<file path="config.mk">
export PLATFORM = sky130hd
export DESIGN_NAME = piano_note_detect
export DESIGN_NICKNAME = d
export VERILOG_FILES = /design/src/rtl/piano_note_detect.sv
export SDC_FILE = /design/constraint.sdc
export NUM_CORES = 1
export LEC_CHECK = 0
export BUFFER_PORTS_ARGS = -buffer_cell sky130_fd_sc_hd__clkbuf_2
export CAP_MARGIN = 20
export CORE_UTILIZATION = 58
export DETAILED_ROUTE_END_ITERATION = 10
export PLACE_DENSITY = 0.78
export SETUP_SLACK_MARGIN = 0.02
export SLEW_MARGIN = 5
export SYNTH_ARGS = -nofsm -noshare
export SYNTH_HDL_FRONTEND = slang
export SYNTH_SLANG_ARGS = --single-unit
</file>
<file path="constraint.sdc">
create_clock -name CLK -period 3.7 [get_ports CLK]
set_clock_uncertainty 0.1 [all_clocks]
set_input_delay 0.74 -clock CLK [delete_from_list [all_inputs] [get_ports CLK]]
set_output_delay 0.74 -clock CLK [all_outputs]
set_load 0.02 [all_outputs]
</file>
<file path="src/rtl/piano_note_detect.sv">
// piano_note_detect
//
// Tone receiver for the FPGA piano. Measures the half-period of the piano's
// square-wave FREQ output in CLK cycles. Each measurement is classified
// against the eight-note scale (C4..C5). A note is reported once MATCH_N
// consecutive measurements agree.
//
// Parameters:
//   CLK_DIV_SHIFT  nominal half-period table is right-shifted by this (0 = 100 MHz CLK)
//   TOL_SHIFT      per-note match tolerance is nominal >> TOL_SHIFT cycles
//   MATCH_N        consecutive identical classifications needed to lock (1..15)
//
// Ports:
//   CLK          in   system clock
//   RESET        in   synchronous, active-high reset
//   FREQ         in   asynchronous square-wave input
//   note         out  [7:0] one-hot locked note, bit 7 = C4 .. bit 0 = C5, 0 when none
//   valid        out  high while a note is locked
//   note_strobe  out  one-cycle pulse when valid rises
//   Led          out  [7:0] board LEDs
//
// Build option PIANO_DETECT_LED_EN:
//   defined   -> Led mirrors note
//   undefined -> Led shows the raw one-hot class of every measurement
//                (0 for no match), so jitter is visible during bring-up

module piano_note_detect #(
    parameter int CLK_DIV_SHIFT = 0,
    parameter int TOL_SHIFT     = 6,
    parameter int MATCH_N       = 4
) (
    input  logic       CLK,
    input  logic       RESET,
    input  logic       FREQ,
    output logic [7:0] note,
    output logic       valid,
    output logic       note_strobe,
    output logic [7:0] Led
);

    localparam int               CNT_W     = 20;
    localparam logic [CNT_W-1:0] CNT_MAX   = {CNT_W{1'b1}};
    localparam logic [1:0]       IDLE      = 2'd0;
    localparam logic [1:0]       ACQ       = 2'd1;
    localparam logic [1:0]       LOCKED    = 2'd2;
    localparam logic [3:0]       MATCH_TGT = 4'(MATCH_N);

    // Nominal half-period of the note at one-hot bit idx, scaled to CLK.
    function automatic logic [CNT_W-1:0] nominal(input int idx);
        logic [CNT_W-1:0] base;
        case (idx)
            7:       base = 20'd191110;
            6:       base = 20'd170265;
            5:       base = 20'd151685;
            4:       base = 20'd143172;
            3:       base = 20'd127551;
            2:       base = 20'd113636;
            1:       base = 20'd101239;
            default: base = 20'd95557;
        endcase
        return base >> CLK_DIV_SHIFT;
    endfunction

    localparam logic [CNT_W-1:0] TIMEOUT = nominal(7) << 1;

    // One-hot class of a measurement; the lowest matching bit wins because
    // the scan runs from bit 7 down and later matches overwrite.
    function automatic logic [7:0] classify(input logic [CNT_W-1:0] meas);
        logic [7:0]              cls;
        logic [CNT_W-1:0]        nom;
        logic signed [CNT_W+1:0] diff;
        logic signed [CNT_W+1:0] tol;
        cls = 8'd0;
        if (meas != CNT_MAX) begin
            for (int i = 7; i >= 0; i--) begin
                nom  = nominal(i);
                tol  = $signed({2'b00, nom >> TOL_SHIFT});
                diff = $signed({2'b00, meas}) - $signed({2'b00, nom});
                if (diff[CNT_W+1]) begin
                    diff = -diff;
                end
                if (diff <= tol) begin
                    cls        = 8'd0;
                    cls[3'(i)] = 1'b1;
                end
            end
        end
        return cls;
    endfunction

    logic [1:0]       state;
    logic [7:0]       cand;
    logic [3:0]       count;

    // Stage p0: synchronise FREQ, register both-edge pulse, count cycles since last edge
    logic             freq_s1_p0;
    logic             freq_s2_p0;
    logic             freq_s3_p0;
    logic             edge_p0;
    logic [CNT_W-1:0] cnt_p0;
    logic             timeout_p0;

    always_ff @(posedge CLK) begin
        if (RESET) begin
            freq_s1_p0 <= 1'b0;
            freq_s2_p0 <= 1'b0;
            freq_s3_p0 <= 1'b0;
            edge_p0    <= 1'b0;
            cnt_p0     <= '0;
        end else begin
            freq_s1_p0 <= FREQ;
            freq_s2_p0 <= freq_s1_p0;
            freq_s3_p0 <= freq_s2_p0;
            edge_p0    <= freq_s2_p0 ^ freq_s3_p0;
            // Loading 1 counts the edge cycle itself, so the value seen on the
            // next edge cycle equals the edge spacing.
            if (edge_p0) begin
                cnt_p0 <= CNT_W'(1);
            end else if (cnt_p0 != CNT_MAX) begin
                cnt_p0 <= cnt_p0 + 1'b1;
            end
        end
    end

    // An edge on the timeout cycle takes priority.
    assign timeout_p0 = (cnt_p0 == TIMEOUT) && !edge_p0;

    // Stage p1: registered classification; the reference edge (state IDLE) carries no measurement
    logic [7:0] cls_p1;
    logic       vld_p1;

    always_ff @(posedge CLK) begin
        cls_p1 <= classify(cnt_p0);
    end

    always_ff @(posedge CLK) begin
        if (RESET) begin
            vld_p1 <= 1'b0;
        end else begin
            vld_p1 <= edge_p0 && (state != IDLE);
        end
    end

    // Stage p2: acquisition / lock FSM driving note, valid and note_strobe
    logic [3:0] next_count;

    always_comb begin
        next_count = 4'd0;
        if ((cls_p1 != 8'd0) && (cls_p1 == cand)) begin
            next_count = count + 4'd1;
        end else if (cls_p1 != 8'd0) begin
            next_count = 4'd1;
        end
    end

    always_ff @(posedge CLK) begin
        if (RESET) begin
            state       <= IDLE;
            cand        <= 8'd0;
            count       <= 4'd0;
            note        <= 8'd0;
            valid       <= 1'b0;
            note_strobe <= 1'b0;
        end else begin
            note_strobe <= 1'b0;
            case (state)
                IDLE: begin
                    if (edge_p0) begin
                        state <= ACQ;
                        cand  <= 8'd0;
                        count <= 4'd0;
                    end
                end
                ACQ: begin
                    if (timeout_p0) begin
                        state <= IDLE;
                        cand  <= 8'd0;
                        count <= 4'd0;
                    end else if (vld_p1) begin
                        cand  <= cls_p1;
                        count <= next_count;
                        if ((cls_p1 != 8'd0) && (next_count >= MATCH_TGT)) begin
                            state       <= LOCKED;
                            note        <= cls_p1;
                            valid       <= 1'b1;
                            note_strobe <= 1'b1;
                        end
                    end
                end
                LOCKED: begin
                    if (timeout_p0) begin
                        state <= IDLE;
                        cand  <= 8'd0;
                        count <= 4'd0;
                        note  <= 8'd0;
                        valid <= 1'b0;
                    end else if (vld_p1 && (cls_p1 != note)) begin
                        state <= ACQ;
                        cand  <= cls_p1;
                        count <= (cls_p1 != 8'd0) ? 4'd1 : 4'd0;
                        note  <= 8'd0;
                        valid <= 1'b0;
                    end
                end
                default: begin
                    state <= IDLE;
                end
            endcase
        end
    end

`ifdef PIANO_DETECT_LED_EN
    assign Led = note;
`else
    always_ff @(posedge CLK) begin
        if (RESET) begin
            Led <= 8'd0;
        end else if (vld_p1) begin
            Led <= cls_p1;
        end
    end
`endif

endmodule

</file>
Word level (Yosys, flattened, before mapping)
Index checks and enable logic that the tools add are counted.

Register bits after elaboration: 57. Bits of input ports: 3. Output and inout bits: 18. Logic and storage cells: 122.

$add $sub $neg: 10. $lt $le $gt $ge: 5. Equality and inequality tests: 13. Mux-type cells: 52. Bitwise logic cells: 4. Reduce and logical (&&, ||, !) cells: 20.

Operators by type and width (number): 2-to-1 mux 22 bit (8); <= comparator 22 x 15 -> 1 bit (4); negation 21 -> 22 bit (4); subtractor 20 x 20 -> 21 bit (4); 2-to-1 mux 20 bit (4); 2-to-1 mux 8 bit (10); 2-to-1 mux 4 bit (7); one-hot mux 8 bit (3 select lines) (1); adder 20 x 1 -> 20 bit, second input constant (1); == test 20 x 19 -> 1 bit, second input constant (1); != test 20 bit, second input constant (1); one-hot mux 8 bit (2 select lines) (1); 2-to-1 mux 2 bit (7); one-hot mux 4 bit (3 select lines) (1); 2-to-1 mux 1 bit (10); != test 3 bit, second input constant (3); == test 4 x 8 -> 1 bit (1); != test 2 bit, second input constant (4); != test 4 x 8 -> 1 bit (1); AND reduction 4 bit (2); nonzero test 8 bit (1); OR reduction 4 bit (2); one-hot mux 2 bit (3 select lines) (1); nonzero test 2 bit (3); 15 further kinds (22).

Depth between registers and ports, before layout
Gate-level depths: netlist of run 1.

Word-level depth: 11. Depth in mapped cells: 17. Gate-level depth less buffers: 11.

Least setup slack after synthesis of run 1
OpenSTA, ideal clock, no wires.

Path type: register to register. Start: register cnt_p0[3]. End: register cls_p1[1]. Setup time: 0.077 ns. Data arrival time: 3.576 ns. Data required time: 3.523 ns. Slack: -0.052 ns. Cell stages (with the launch flop): 17. Path buffers: 5. Period minus slack after synthesis: 3.752 ns. Cell sequence: dfxtp_1 buf_6 buf_6 buf_6 buf_6 inv_1 ha_1 buf_2 a2111o_1 o22ai_1 o2111ai_1 nor4_1 mux2_2 o32a_1 a2111oi_1 o211ai_1 a41oi_2.

Word-level cells in the longest chain between the ends: 7. Elaborated cells between the ends (all ways): 20. Those cells by class: add/sub: 6; order compare: 3; eq/ne: 1; mux: 8; bitwise: 1; reduce/logical: 1.

RTL lines: from (decl) (line 100) `logic [CNT_W-1:0] cnt_p0;`; from (signal assigned) (line 120) `cnt_p0 <= cnt_p0 + 1'b1;`; subtractor 20 x 20 -> 21 bit (line 78) `diff = $signed({2'b00, meas}) - $signed({2'b00, nom});`; negation 21 -> 22 bit (line 80) `diff = -diff;`; 2-to-1 mux 22 bit (line 79) `if (diff[CNT_W+1]) begin`; 2-to-1 mux 22 bit (line 74) `if (meas != CNT_MAX) begin`; <= comparator 22 x 15 -> 1 bit (line 82) `if (diff <= tol) begin`; 2-to-1 mux 3 bit (line 82); 2-to-1 mux 2 bit (line 82); to (signal assigned) (line 133) `cls_p1 <= classify(cnt_p0);`; to (decl) (line 129) `logic [7:0] cls_p1;`.

Several ways; a longest one is shown, not always the timed one. The select of a mux whose other input is x is not followed. A chain may end at the register's enable or synchronous reset.

Worst setup path after layout of run 1
Start: register cnt_p0[0]. End: register cls_p1[1].

The elaborated chain is that of the path after synthesis.

==> summary.json, run 1 <==
{
  "outcome": {
    "status": "finished, final reports clean"
  },
  "sta": {
    "final_min_period_over_clock_period_pct": 95.8,
    "slew_headroom_pct": 51.1,
    "worst_pin_slew_ns": 0.715,
    "final.hold.worst_slack_ns": 0.352,
    "period_needed_ns": 3.55,
    "final_slew_violations": 0,
    "timing.fmax_mhz": 282,
    "fin_setup_tns_ns": 0,
    "finalHoldViolations": 0,
    "finalSetupViolations": 0,
    "rsz0062_at_grt": "no"
  },
  "synthesis": {
    "number_of_flip_flops_and_latches_in_the_synthesized_netlist": 49,
    "seq_area_frac_synth_pct": 15.8,
    "post_synthesis_cell_area_mm2": 0.00620,
    "synth.top_cell.area_share_pct": 15.8,
    "synth_cell_type_count": 97,
    "synth_area_leader": "dfxtp_1",
    "post_synth.cell_area_avg_um2": 7.21,
    "syn-instance-count": 860,
    "synth_enable_flop_cells": 0,
    "synth_area_leaders": "dfxtp_1 (16%), xnor2_1 (10%), nor2_1 (6.0%)",
    "async_flop_share_pct": 0,
    "dominantRegCellSynth": "dfxtp_1",
    "yosys_warnings": 0
  },
  "setup_path": {
    "cp_cell_sequence": "ha_2 > buf_4 > a211oi_4 > o31a_1 > o2111ai_4 > nor4_4 > mux2_2 > o32a_1 > a2111oi_1 > o211ai_1 > a41oi_2",
    "cpPeakStageDelay_ns": 0.38,
    "timing.setup.critical_path_class": "reg2reg",
    "worst_ep_arrival_time_ns": 3.69,
    "worst_setup_path_end_kind": "flip-flop",
    "critical-path-slowest-cell": "mux2_2",
    "timing.critical_path.from_type": "flip-flop",
    "cp_max_fo": 7,
    "required_ns": 3.85
  },
  "grt": {
    "first_global_vias": 6040,
    "groute.usage.overall_pct": 33.1,
    "grt_max_degree": 28,
    "grt_antenna_before_repair": 0,
    "grt_overflow_total": 0,
    "global_route_wire_length_before_repair_um": 30300
  },
  "clock_network": {
    "root_buffer_master": "clkbuf_8",
    "cts_max_level": 2,
    "cts_tree": "yes",
    "cts.path.max_buffers": 2,
    "clock_buffers_created_by_tritoncts": 5,
    "cts_sinks": 49,
    "clk_latency_worst_skew_pair_ns": 0.32,
    "clkTransAtPathRegs_ns": 0.11
  },
  "pwr": {
    "pwr_per_cell_area_mw_per_mm2": 189,
    "peakVddDrop_v": 0.000195,
    "leakage_nw": 2.32
  },
  "floorplanning": {
    "dieHeight_um": 105,
    "initial_utilization_pct": 59.8,
    "die-width_um": 105,
    "core_area_mm2": 0.0104,
    "io_pins": 21,
    "fp-row-count": 37,
    "die-area_mm2": 0.0111
  },
  "layout": {
    "num_antenna_cells": 0,
    "final_design_area_no_fill_mm2": 0.00662,
    "mostFrequentLayoutCells": "nor2_1 (98), nand2_1 (72), xnor2_1 (71), a21oi_1 (52), buf_4 (50)",
    "drive_gt1_share_pct": 14.2,
    "final_common_cell": "nor2_1",
    "nNetsFinal": 879,
    "area_growth_syn_to_layout_pct": 6.63
  },
  "route": {
    "postRouteWirelength_um": 18200,
    "met2WireLength_um": 8380,
    "detail_route.wirelength.met1_um": 8280,
    "drc": 0,
    "drt.antenna.violating_nets": 0,
    "detail_route.iter0.violations": 609,
    "topRoutingLayerUsed": "met4",
    "vias": 6629,
    "wirelength_per_cell_um": 18.2,
    "detailedRoute.firstPassIterationCount": 5,
    "dr_wl_met3_um": 1160,
    "via_per_inst": 6.62
  },
  "flow_run": {
    "max_cap_viol_count": 0
  },
  "placement": {
    "gpl.final_weighted_congestion": 0.975,
    "dp_hpwl_um": 14000,
    "post_place_cell_area_mm2": 0.00644,
    "port_buf_inserts": 12
  },
  "min_path": {
    "timing.hold.worst.class": "reg2reg"
  }
}
flip-flops by register name, summed over array words and instances, names as in the netlist, 2 cells and up:
register	cells
Led	4
cand	4
cls_p1	4
cnt_p0	20
count	4
note	4
state	2
Yosys cell counts, types with 11 or more instances:
library cell  count
or3_1            16
nor4_1           12
o21ai_0          40
nand2_1          72
xnor2_1          71
nand4_1          14
nor2_1           99
nor3_1           27
xor2_1           24
mux2i_1          13
buf_2            17
a31oi_1          16
ha_1             12
nand3_1          30
nor2b_1          11
inv_1            14
nand2b_1         11
dfxtp_1          49
a21oi_1          52
clkbuf_1         29
worst max-delay path, delay by kind of cell, from the launching register on:
kind	cells	cell delay (ns)
mux	1	0.38
fa+ha+maj	1	0.24
buf+inv	1	0.17
simple gates	1	0.37
flops	1	0.35
compound gates	7	1.87
through the flow:
stage / total power, mW / std cells / utilization [%] / setup WS [ns]
floorplan: 0.791 / 867 / - / 0.0234
global placement: 0.836 / 992 / 62.2 / 0.375
CTS: 1.25 / 1000 / 63.2 / 0.171
finish: 1.25 / 1001 / 63.8 / 0.154
detailed placement: 0.846 / 992 / 62.2 / 0.191
global route: 1.32 / 1001 / 63.8 / 0.00413
where the power goes:
part	total [mW]	switching, mW	internal [mW]
Sequential	0.549	0.00956	0.540
Clock	0.412	0.209	0.203
Combinational	0.291	0.197	0.0946
Total	1.25	0.416	0.838
final timing paths:
check / start / end / slack [ns] / cells after the start
min: freq_s1_p0 / freq_s2_p0 / 0.35 / 1
max: cnt_p0[0] / cls_p1[1] / 0.15 / 11
max reg2reg: cnt_p0[0] / cls_p1[1] / 0.15 / 11
min reg2reg: freq_s1_p0 / freq_s2_p0 / 0.35 / 1
cell type report:
cell class	count	area, um2
Multi-Input combinational cell	729	4850
Fill cell	964	3750
Sequential cell	49	981
Timing Repair Buffer	62	435
Tap cell	136	170
Clock buffer	5	68.8
Inverter	17	63.8
Clock inverter	3	43.8
layer usage:
metal,vias up,GRT usage [%]
met2,288,53.5
li1,3135,-
met3,33,3.83
met5,-,0
met1,3173,46.3
met4,0,9.15
kinds of logic (layout without fill, tap and decap cells):
group / after synthesis / after routing / share of synthesized area (%)
compound gates: 236 / 236 / 27.2
xor+xnor: 97 / 97 / 13.9
fa+ha+maj: 12 / 12 / 2.42
buf+inv: 89 / 87 / 7.32
flops: 49 / 49 / 15.8
mux: 14 / 14 / 2.28
other cells: 1 / 8 / 0.0604
simple gates: 362 / 362 / 31.0
what timing repair did:
item,4_1_cts,5_1_grt
resized for setup,0,8
hold buffers,0,0
setup endpoints to repair,0,1
buffers inserted,0,1
No activity file was read; power rests on OpenSTA's default activity.
==> run 2: changes to the inputs <==
--- a/config.mk
+++ b/config.mk
@@ -10,8 +10,10 @@
 export CORE_UTILIZATION = 58
 export DETAILED_ROUTE_END_ITERATION = 10
 export PLACE_DENSITY = 0.78
+export RECOVER_POWER = 50
 export SETUP_SLACK_MARGIN = 0.02
 export SLEW_MARGIN = 5
 export SYNTH_ARGS = -nofsm -noshare
 export SYNTH_HDL_FRONTEND = slang
 export SYNTH_SLANG_ARGS = --single-unit
+export TNS_END_PERCENT = 50
==> run 2 against run 1 <==
Compared with the run above:
- worst hold slack about the same
- register-to-register slack about the same
- cell count unchanged
- core utilization decreased by 0.21 points
- fmax increased by 0.40%
- setup slack improved by 0.014 ns
- combinational power about the same
- die area unchanged
- wire length increased by 0.18%
- sequential share of layout area about the same
- largest cell class unchanged
- design area decreased by 0.32%
- power about the same
==> summary.json, run 2 (synthesis gave the netlist of run 1 again) <==
{
  "outcome": {
    "status": "finished, final reports clean"
  },
  "sta": {
    "period_needed": {"value": 3.53, "unit": "ns", "change": "-0.0142 ns"},
    "worst_pin_slew": {"value": 1.34, "unit": "ns", "change": "+0.628 ns"},
    "rsz0062_at_grt": "no",
    "fin_setup_tns": {"value": 0, "unit": "ns", "change": "unchanged"},
    "finalHoldViolations": {"value": 0, "change": "unchanged"},
    "timing.fmax": {"value": 283, "unit": "MHz", "change": "+0.40%"},
    "final_min_period_over_clock_period": {"value": 95.4, "unit": "%", "change": "-0.38 points"},
    "final_slew_violations": {"value": 0, "change": "unchanged"},
    "slew_headroom": {"value": 10.5, "unit": "%", "change": "-41 points"},
    "finalSetupViolations": {"value": 0, "change": "unchanged"}
  },
  "clock_network": {
    "clk_latency_worst_skew_pair": {"value": 0.32, "unit": "ns", "change": "about the same"},
    "cts_max_level": {"value": 2, "change": "unchanged"},
    "clkTransAtPathRegs": {"value": 0.11, "unit": "ns", "change": "about the same"},
    "cts.path.max_buffers": {"value": 2, "change": "unchanged"},
    "root_buffer_master": "clkbuf_8",
    "cts_sinks": {"value": 49, "change": "unchanged"},
    "clock_buffers_created_by_tritoncts": {"value": 5, "change": "unchanged"},
    "cts_tree": "yes",
    "cts-hold-fix-buffers": {"value": 0, "change": "unchanged"}
  },
  "route": {
    "wirelength_per_cell": {"value": 18.2, "unit": "um", "change": "+0.18%"},
    "drt.antenna.violating_nets": {"value": 0, "change": "unchanged"},
    "postRouteWirelength": {"value": 18300, "unit": "um", "change": "+0.18%"},
    "drc": {"value": 0, "change": "unchanged"},
    "via_per_inst": {"value": 6.60, "change": "-0.29%"},
    "detailedRoute.firstPassIterationCount": {"value": 5, "change": "unchanged"},
    "detail_route.iter0.violations": {"value": 610, "change": "+0.16%"},
    "vias": {"value": 6610, "change": "-0.29%"}
  },
  "layout": {
    "drive_gt1_share": {"value": 12.7, "unit": "%", "change": "-1.5 points"},
    "nNetsFinal": {"value": 879, "change": "unchanged"},
    "largest_register_ff_count": {"value": 20, "change": "unchanged"},
    "fillerInstances": {"value": 973, "change": "+0.93%"},
    "fin_cells": {"value": 1001, "change": "unchanged"},
    "max_flop_register": "cnt_p0",
    "final_design_area_no_fill": {"value": 0.00660, "unit": "mm2", "change": "-0.32%"},
    "num_antenna_cells": {"value": 0, "change": "unchanged"},
    "mostFrequentLayoutCells": "nor2_1 (98), nand2_1 (72), xnor2_1 (71), a21oi_1 (52)",
    "area_growth_syn_to_layout_pct": 6.29,
    "final_common_cell": "nor2_1"
  },
  "floorplanning": {
    "core_area": {"value": 0.0104, "unit": "mm2", "change": "unchanged"},
    "dieHeight": {"value": 105, "unit": "um", "change": "unchanged"},
    "io_pins": {"value": 21, "change": "unchanged"},
    "initial_utilization": {"value": 59.8, "unit": "%", "change": "unchanged"},
    "fp-row-count": {"value": 37, "change": "unchanged"},
    "die-area": {"value": 0.0111, "unit": "mm2", "change": "unchanged"},
    "die-width": {"value": 105, "unit": "um", "change": "unchanged"}
  },
  "pwr": {
    "peakVddDrop": {"value": 0.000196, "unit": "V", "change": "+0.61%"},
    "leakage": {"value": 2.27, "unit": "nW", "change": "-1.9%"},
    "pwr_per_cell_area": {"value": 190, "unit": "mW/mm2", "change": "+0.40%"}
  },
  "grt": {
    "grt_antenna_before_repair": {"value": 0, "change": "unchanged"},
    "groute.usage.overall": {"value": 33.1, "unit": "%", "change": "unchanged"},
    "grt_overflow_total": {"value": 0, "change": "unchanged"},
    "global_route_wire_length_before_repair": {"value": 30300, "unit": "um", "change": "unchanged"},
    "first_global_vias": {"value": 6040, "change": "unchanged"},
    "grt_max_degree": {"value": 28, "change": "unchanged"}
  },
  "setup_path": {
    "timing.setup.critical_path_class": "reg2reg",
    "cpPeakStageDelay": {"value": 0.50, "unit": "ns", "change": "+0.12 ns"},
    "required": {"value": 3.85, "unit": "ns", "change": "about the same"},
    "cp_max_fo": {"value": 4, "change": "-3"},
    "r2r_setup_slack": {"value": 0.17, "unit": "ns", "change": "about the same"},
    "worst_path_dominant_cell_family": "compound AO/OA/AOI/OAI gates",
    "critical_path_buf_inv_count": {"value": 1, "change": "unchanged"},
    "critical-path-slowest-cell": "a2111o_1",
    "cp_cell_sequence": "inv_1 > ha_1 > a2111o_1 > o22ai_4 > o2111ai_4 > nor4_4 > mux2_2 > o32a_1 > a2111oi_1 > o211ai_1 > a41oi_2",
    "timing.critical_path.from_type": "flip-flop",
    "worst_ep_arrival_time": {"value": 3.68, "unit": "ns", "change": "about the same"},
    "worst_setup_path_end_kind": "flip-flop"
  },
  "placement": {
    "gpl.final_weighted_congestion": {"value": 0.975, "change": "unchanged"},
    "port_buf_inserts": {"value": 12, "change": "unchanged"},
    "post_place_cell_area": {"value": 0.00644, "unit": "mm2", "change": "unchanged"},
    "dp_hpwl": {"value": 14000, "unit": "um", "change": "unchanged"},
    "place.detailed.instances": {"value": 992, "change": "unchanged"}
  },
  "min_path": {
    "timing.hold.worst.class": "reg2reg"
  },
  "flow_run": {
    "max_cap_viol_count": {"value": 0, "change": "unchanged"}
  }
}
[run 2: cell count changes in the layout (fill, tap and decap cells not counted)]
cell      before  now
buf_4         50   49
clkbuf_1       0   12
clkbuf_2      12    1
or4_1          6    7
or4_4          1    0
[run 2: worst register-to-register path, delay by kind of cell (launching register included)]
kind / cells / cell delay, ns
AO/OA/AOI/OAI: 7 / 1.97
adder cells (fa/ha/maj): 1 / 0.25
buffers and inverters: 1 / 0.06
flip-flops: 1 / 0.34
multiplexers: 1 / 0.37
AND/OR/NAND/NOR: 1 / 0.37
[run 2: path summary, 6_finish.rpt]
check / startpoint / end / depth (start not counted)
max: cnt_p0[3] / cls_p1[1] / 11
min: freq_s1_p0 / freq_s2_p0 / 1
max reg2reg: cnt_p0[3] / cls_p1[1] / 11
min reg2reg: freq_s1_p0 / freq_s2_p0 / 1
[run 2: power breakdown]
part / leakage, nW / switching [mW] / internal (mW)
combinational: 1.82 / 0.197 / 0.0942
sequential: 0.396 / 0.00946 / 0.540
clock: 0.0585 / 0.210 / 0.203
[run 2: through the flow]
step	util (%)	power, mW	setup WS (ns)	hold slack, ns
2_1_floorplan	-	0.791	0.0234	0.314
3_3_place_gp	62.2	0.836	0.375	0.323
3_5_place_dp	62.2	0.846	0.191	0.341
4_1_cts	63.2	1.25	0.171	0.359
5_1_grt	63.6	1.32	0.00413	0.380
6_report	63.6	1.25	0.169	0.352
[run 2: final cells by class]
class                           count  area [um2]  share of cell area (%)
Multi-Input combinational cell    729        4850                    73.5
Sequential cell                    49         981                    14.9
Timing Repair Buffer               62         418                    6.34
Tap cell                          136         170                    2.58
Clock buffer                        5        68.8                    1.04
Inverter                           17        63.8                   0.968
Clock inverter                      3        43.8                   0.664
[run 2: per-layer routing]
layer / GRT usage, % / wire length, um / vias to the layer above
li1: - / - / 3132
met1: 46.3 / 8370 / 3195
met2: 53.5 / 8460 / 255
met3: 3.83 / 1060 / 28
met4: 9.15 / 365 / 0
met5: 0 / 0 / -
[run 2: repair_timing]
| item | CTS | global route |
|---|---|---|
| setup buffers | 0 | 1 |
| resized for setup | 0 | 8 |
| setup endpoints to repair | 0 | 1 |
==> run 3: changes to the inputs <==
--- a/config.mk
+++ b/config.mk
@@ -7,9 +7,9 @@
 export LEC_CHECK = 0
 export BUFFER_PORTS_ARGS = -buffer_cell sky130_fd_sc_hd__clkbuf_2
 export CAP_MARGIN = 20
-export CORE_UTILIZATION = 58
+export CORE_UTILIZATION = 69
 export DETAILED_ROUTE_END_ITERATION = 10
-export PLACE_DENSITY = 0.78
+export PLACE_DENSITY = 0.87
 export RECOVER_POWER = 50
 export SETUP_SLACK_MARGIN = 0.02
 export SLEW_MARGIN = 5
==> constraint.sdc (replaced) <==
create_clock -name CLK -period 4.2 [get_ports CLK]
set_clock_uncertainty 0.1 [all_clocks]
set_input_delay 0.84 -clock CLK [delete_from_list [all_inputs] [get_ports CLK]]
set_output_delay 0.84 -clock CLK [all_outputs]
set_load 0.02 [all_outputs]
==> run 3 against run 2 <==
Compared with the run above:
- combinational power down 14%
- worst hold slack improved by 0.0068 ns
- via count is 0.71% lower
- critical path type unchanged
- setup slack better by 0.064 ns
- critical endpoint is now count[3]
==> summary.json, run 3 (synthesis gave the netlist of run 1 again) <==
{
  "clock_network": {
    "clock_buffers_created_by_tritoncts": {"value": 5, "change": "unchanged"},
    "cts_resized": {"value": 0, "change": "unchanged"},
    "cts_tree": "yes",
    "clkTransAtPathRegs": {"value": 0.10, "unit": "ns", "change": "about the same"},
    "root_buffer_master": "clkbuf_8",
    "clk_latency_worst_skew_pair": {"value": 0.31, "unit": "ns", "change": "about the same"},
    "cts_max_level": {"value": 2, "change": "unchanged"},
    "post-cts-setup-buffers": {"value": 0, "change": "unchanged"},
    "cts-hold-fix-buffers": {"value": 0, "change": "unchanged"},
    "cts_sinks": {"value": 49, "change": "unchanged"},
    "cts.path.max_buffers": {"value": 2, "change": "unchanged"}
  },
  "setup_path": {
    "cp_max_fo": {"value": 16, "change": "+12"},
    "critical_path_buf_inv_count": {"value": 1, "change": "unchanged"},
    "critical-path-slowest-cell": "or4_1",
    "required": {"value": 4.34, "unit": "ns", "change": "+0.49 ns"},
    "critical_path.most_common_cell": "or4_1",
    "worst_setup_path_end_kind": "flip-flop",
    "worst_ep_arrival_time": {"value": 4.11, "unit": "ns", "change": "+0.43 ns"},
    "r2r_setup_slack": {"value": 0.23, "unit": "ns", "change": "+0.06 ns"},
    "cp_cell_sequence": "clkbuf_1 > nand4_1 > or4_1 > nand3_2 > o21ai_2 > a311o_1 > or4_1 > a21oi_1",
    "timing.setup.critical_path_class": "reg2reg",
    "timing.critical_path.from_type": "flip-flop",
    "worst_path_dominant_cell_family": "simple AND/OR/NAND/NOR gates",
    "cpPeakStageDelay": {"value": 0.73, "unit": "ns", "change": "+0.23 ns"}
  },
  "layout": {
    "largest_register_ff_count": {"value": 20, "change": "unchanged"},
    "nNetsFinal": {"value": 851, "change": "-3.2%"},
    "area_growth_syn_to_layout_pct": 1.21,
    "final_common_cell": "nor2_1",
    "drive_gt1_share": {"value": 9.08, "unit": "%", "change": "-3.6 points"},
    "num_antenna_cells": {"value": 0, "change": "unchanged"},
    "max_flop_register": "cnt_p0",
    "post-route-util": {"value": 72.0, "unit": "%", "change": "+8.4 points"},
    "mostFrequentLayoutCells": "nor2_1 (99), nand2_1 (72), xnor2_1 (71), a21oi_1 (52), dfxtp_1 (49)",
    "final_design_area_no_fill": {"value": 0.00628, "unit": "mm2", "change": "-4.8%"}
  },
  "floorplanning": {
    "core_area": {"value": 0.00872, "unit": "mm2", "change": "-16%"},
    "die-area": {"value": 0.00938, "unit": "mm2", "change": "-16%"},
    "initial_utilization": {"value": 71.1, "unit": "%", "change": "+11 points"},
    "fp-row-count": {"value": 34, "change": "-8.1%"},
    "die-width": {"value": 96.8, "unit": "um", "change": "-8.2%"},
    "io_pins": {"value": 21, "change": "unchanged"},
    "dieHeight": {"value": 96.8, "unit": "um", "change": "-8.2%"}
  },
  "pwr": {
    "sequentialPowerShare": {"value": 45.9, "unit": "%", "change": "+2.1 points"},
    "switching_power": {"value": 0.368, "unit": "mW", "change": "-12%"},
    "power_frac_comb": {"value": 23.7, "unit": "%", "change": "+0.5 points"},
    "leakage": {"value": 2.12, "unit": "nW", "change": "-6.7%"},
    "power.internal": {"value": 0.689, "unit": "mW", "change": "-18%"},
    "p_clk_share": {"value": 30.4, "unit": "%", "change": "-2.6 points"},
    "switching_share": {"value": 34.8, "unit": "%", "change": "+1.6 points"},
    "pwr_per_cell_area": {"value": 168, "unit": "mW/mm2", "change": "-11%"},
    "peakVddDrop": {"value": 0.000174, "unit": "V", "change": "-11%"}
  },
  "sta": {
    "timing.fmax": {"value": 252, "unit": "MHz", "change": "-11%"},
    "final_slew_violations": {"value": 0, "change": "unchanged"},
    "min_setup_slack_post_route": {"value": 0.233, "unit": "ns", "change": "+0.0641 ns"},
    "slew_headroom": {"value": 20.8, "unit": "%", "change": "+10 points"},
    "period_needed": {"value": 3.97, "unit": "ns", "change": "+0.436 ns"},
    "worst_pin_slew": {"value": 1.19, "unit": "ns", "change": "-0.155 ns"},
    "finalHoldViolations": {"value": 0, "change": "unchanged"},
    "rsz0062_at_grt": "no",
    "finalSetupViolations": {"value": 0, "change": "unchanged"},
    "fin_setup_tns": {"value": 0, "unit": "ns", "change": "unchanged"},
    "final_min_period_over_clock_period": {"value": 94.5, "unit": "%", "change": "-0.98 points"}
  },
  "route": {
    "via_per_inst": {"value": 6.94, "change": "+5.2%"},
    "vias": {"value": 6563, "change": "-0.71%"},
    "wirelength_per_cell": {"value": 18.7, "unit": "um", "change": "+2.4%"},
    "detailedRoute.firstPassIterationCount": {"value": 6, "change": "+1"},
    "detail_route.iter0.violations": {"value": 680, "change": "+11%"},
    "drc": {"value": 0, "change": "unchanged"},
    "drt.antenna.violating_nets": {"value": 0, "change": "unchanged"},
    "postRouteWirelength": {"value": 17600, "unit": "um", "change": "-3.3%"}
  },
  "grt": {
    "grt_max_degree": {"value": 29, "change": "+3.6%"},
    "grt_antenna_before_repair": {"value": 0, "change": "unchanged"},
    "groute.usage.overall": {"value": 36.9, "unit": "%", "change": "+3.8 points"},
    "global_route_wire_length_before_repair": {"value": 29100, "unit": "um", "change": "-3.9%"},
    "first_global_vias": {"value": 5883, "change": "-2.6%"},
    "grt_overflow_total": {"value": 0, "change": "unchanged"}
  },
  "placement": {
    "gpl.final_weighted_congestion": {"value": 1.00, "change": "+2.8%"},
    "pre_cts_ws": {"value": 0.529, "unit": "ns", "change": "+0.338 ns"},
    "post_place_cell_area": {"value": 0.00620, "unit": "mm2", "change": "-3.8%"},
    "port_buf_inserts": {"value": 12, "change": "unchanged"},
    "dp_hpwl": {"value": 13300, "unit": "um", "change": "-5.0%"}
  },
  "min_path": {
    "timing.hold.worst.class": "reg2reg"
  },
  "outcome": {
    "status": "finished, final reports clean"
  },
  "flow_run": {
    "max_cap_viol_count": {"value": 0, "change": "unchanged"}
  }
}
## run 3: cell count changes in the layout (fill, tap and decap cells not counted), sizes merged
cell	before	now
buf	49	21
bufinv	1	0
clkbuf	18	19
## run 3: stage by stage
| step | power [mW] | hold WS, ns | cells |
|---|---|---|---|
| floorplan | 0.697 | 0.314 | 867 |
| global placement | 0.727 | 0.339 | 937 |
| detailed placement | 0.741 | 0.350 | 937 |
| CTS | 1.05 | 0.361 | 945 |
| global route | 1.11 | 0.377 | 945 |
| finish | 1.06 | 0.359 | 945 |
## run 3: per-layer routing
metal | GRT usage, % | wire, um | vias to the layer above | share of wire (%)
li1 | - | - | 3089 | -
met1 | 52.3 | 7790 | 3078 | 44
met2 | 58.8 | 7990 | 355 | 45
met3 | 4.48 | 1490 | 41 | 8.4
met4 | 10.4 | 382 | 0 | 2.2
met5 | 0 | 0 | - | 0
## run 3: worst reg2reg max path, stage by stage (launching register included)
cell and delay [ns]:
dfxtp_1 0.72, clkbuf_1 0.50, nand4_1 0.26, or4_1 0.73, nand3_2 0.22, o21ai_2 0.08
a311o_1 0.54, or4_1 0.58, a21oi_1 0.15
## run 3: cell type report
cell class | count | area (um2)
tap | 108 | 135
clock buffer | 6 | 82.6
inverter | 17 | 63.8
sequential | 49 | 981
timing repair buffer | 34 | 208
multi-input combinational | 729 | 4790
fill | 701 | 2440
clock inverter | 2 | 17.5
## run 3: final timing paths
kind                                  from    endpoint  cells past startpoint
worst max register to register   cnt_p0[8]    count[3]                      8
worst min-delay path            freq_s1_p0  freq_s2_p0                      1
worst max-delay path             cnt_p0[8]    count[3]                      8
worst min register to register  freq_s1_p0  freq_s2_p0                      1
## run 3: power by group through the flow
stage	sequential, mW	clock, mW	combinational, mW
2_1_floorplan	0.496	0	0.201
3_3_place_gp	0.494	0	0.233
3_5_place_dp	0.496	0	0.245
4_1_cts	0.485	0.321	0.246
5_1_grt	0.486	0.341	0.278
6_report	0.485	0.322	0.250
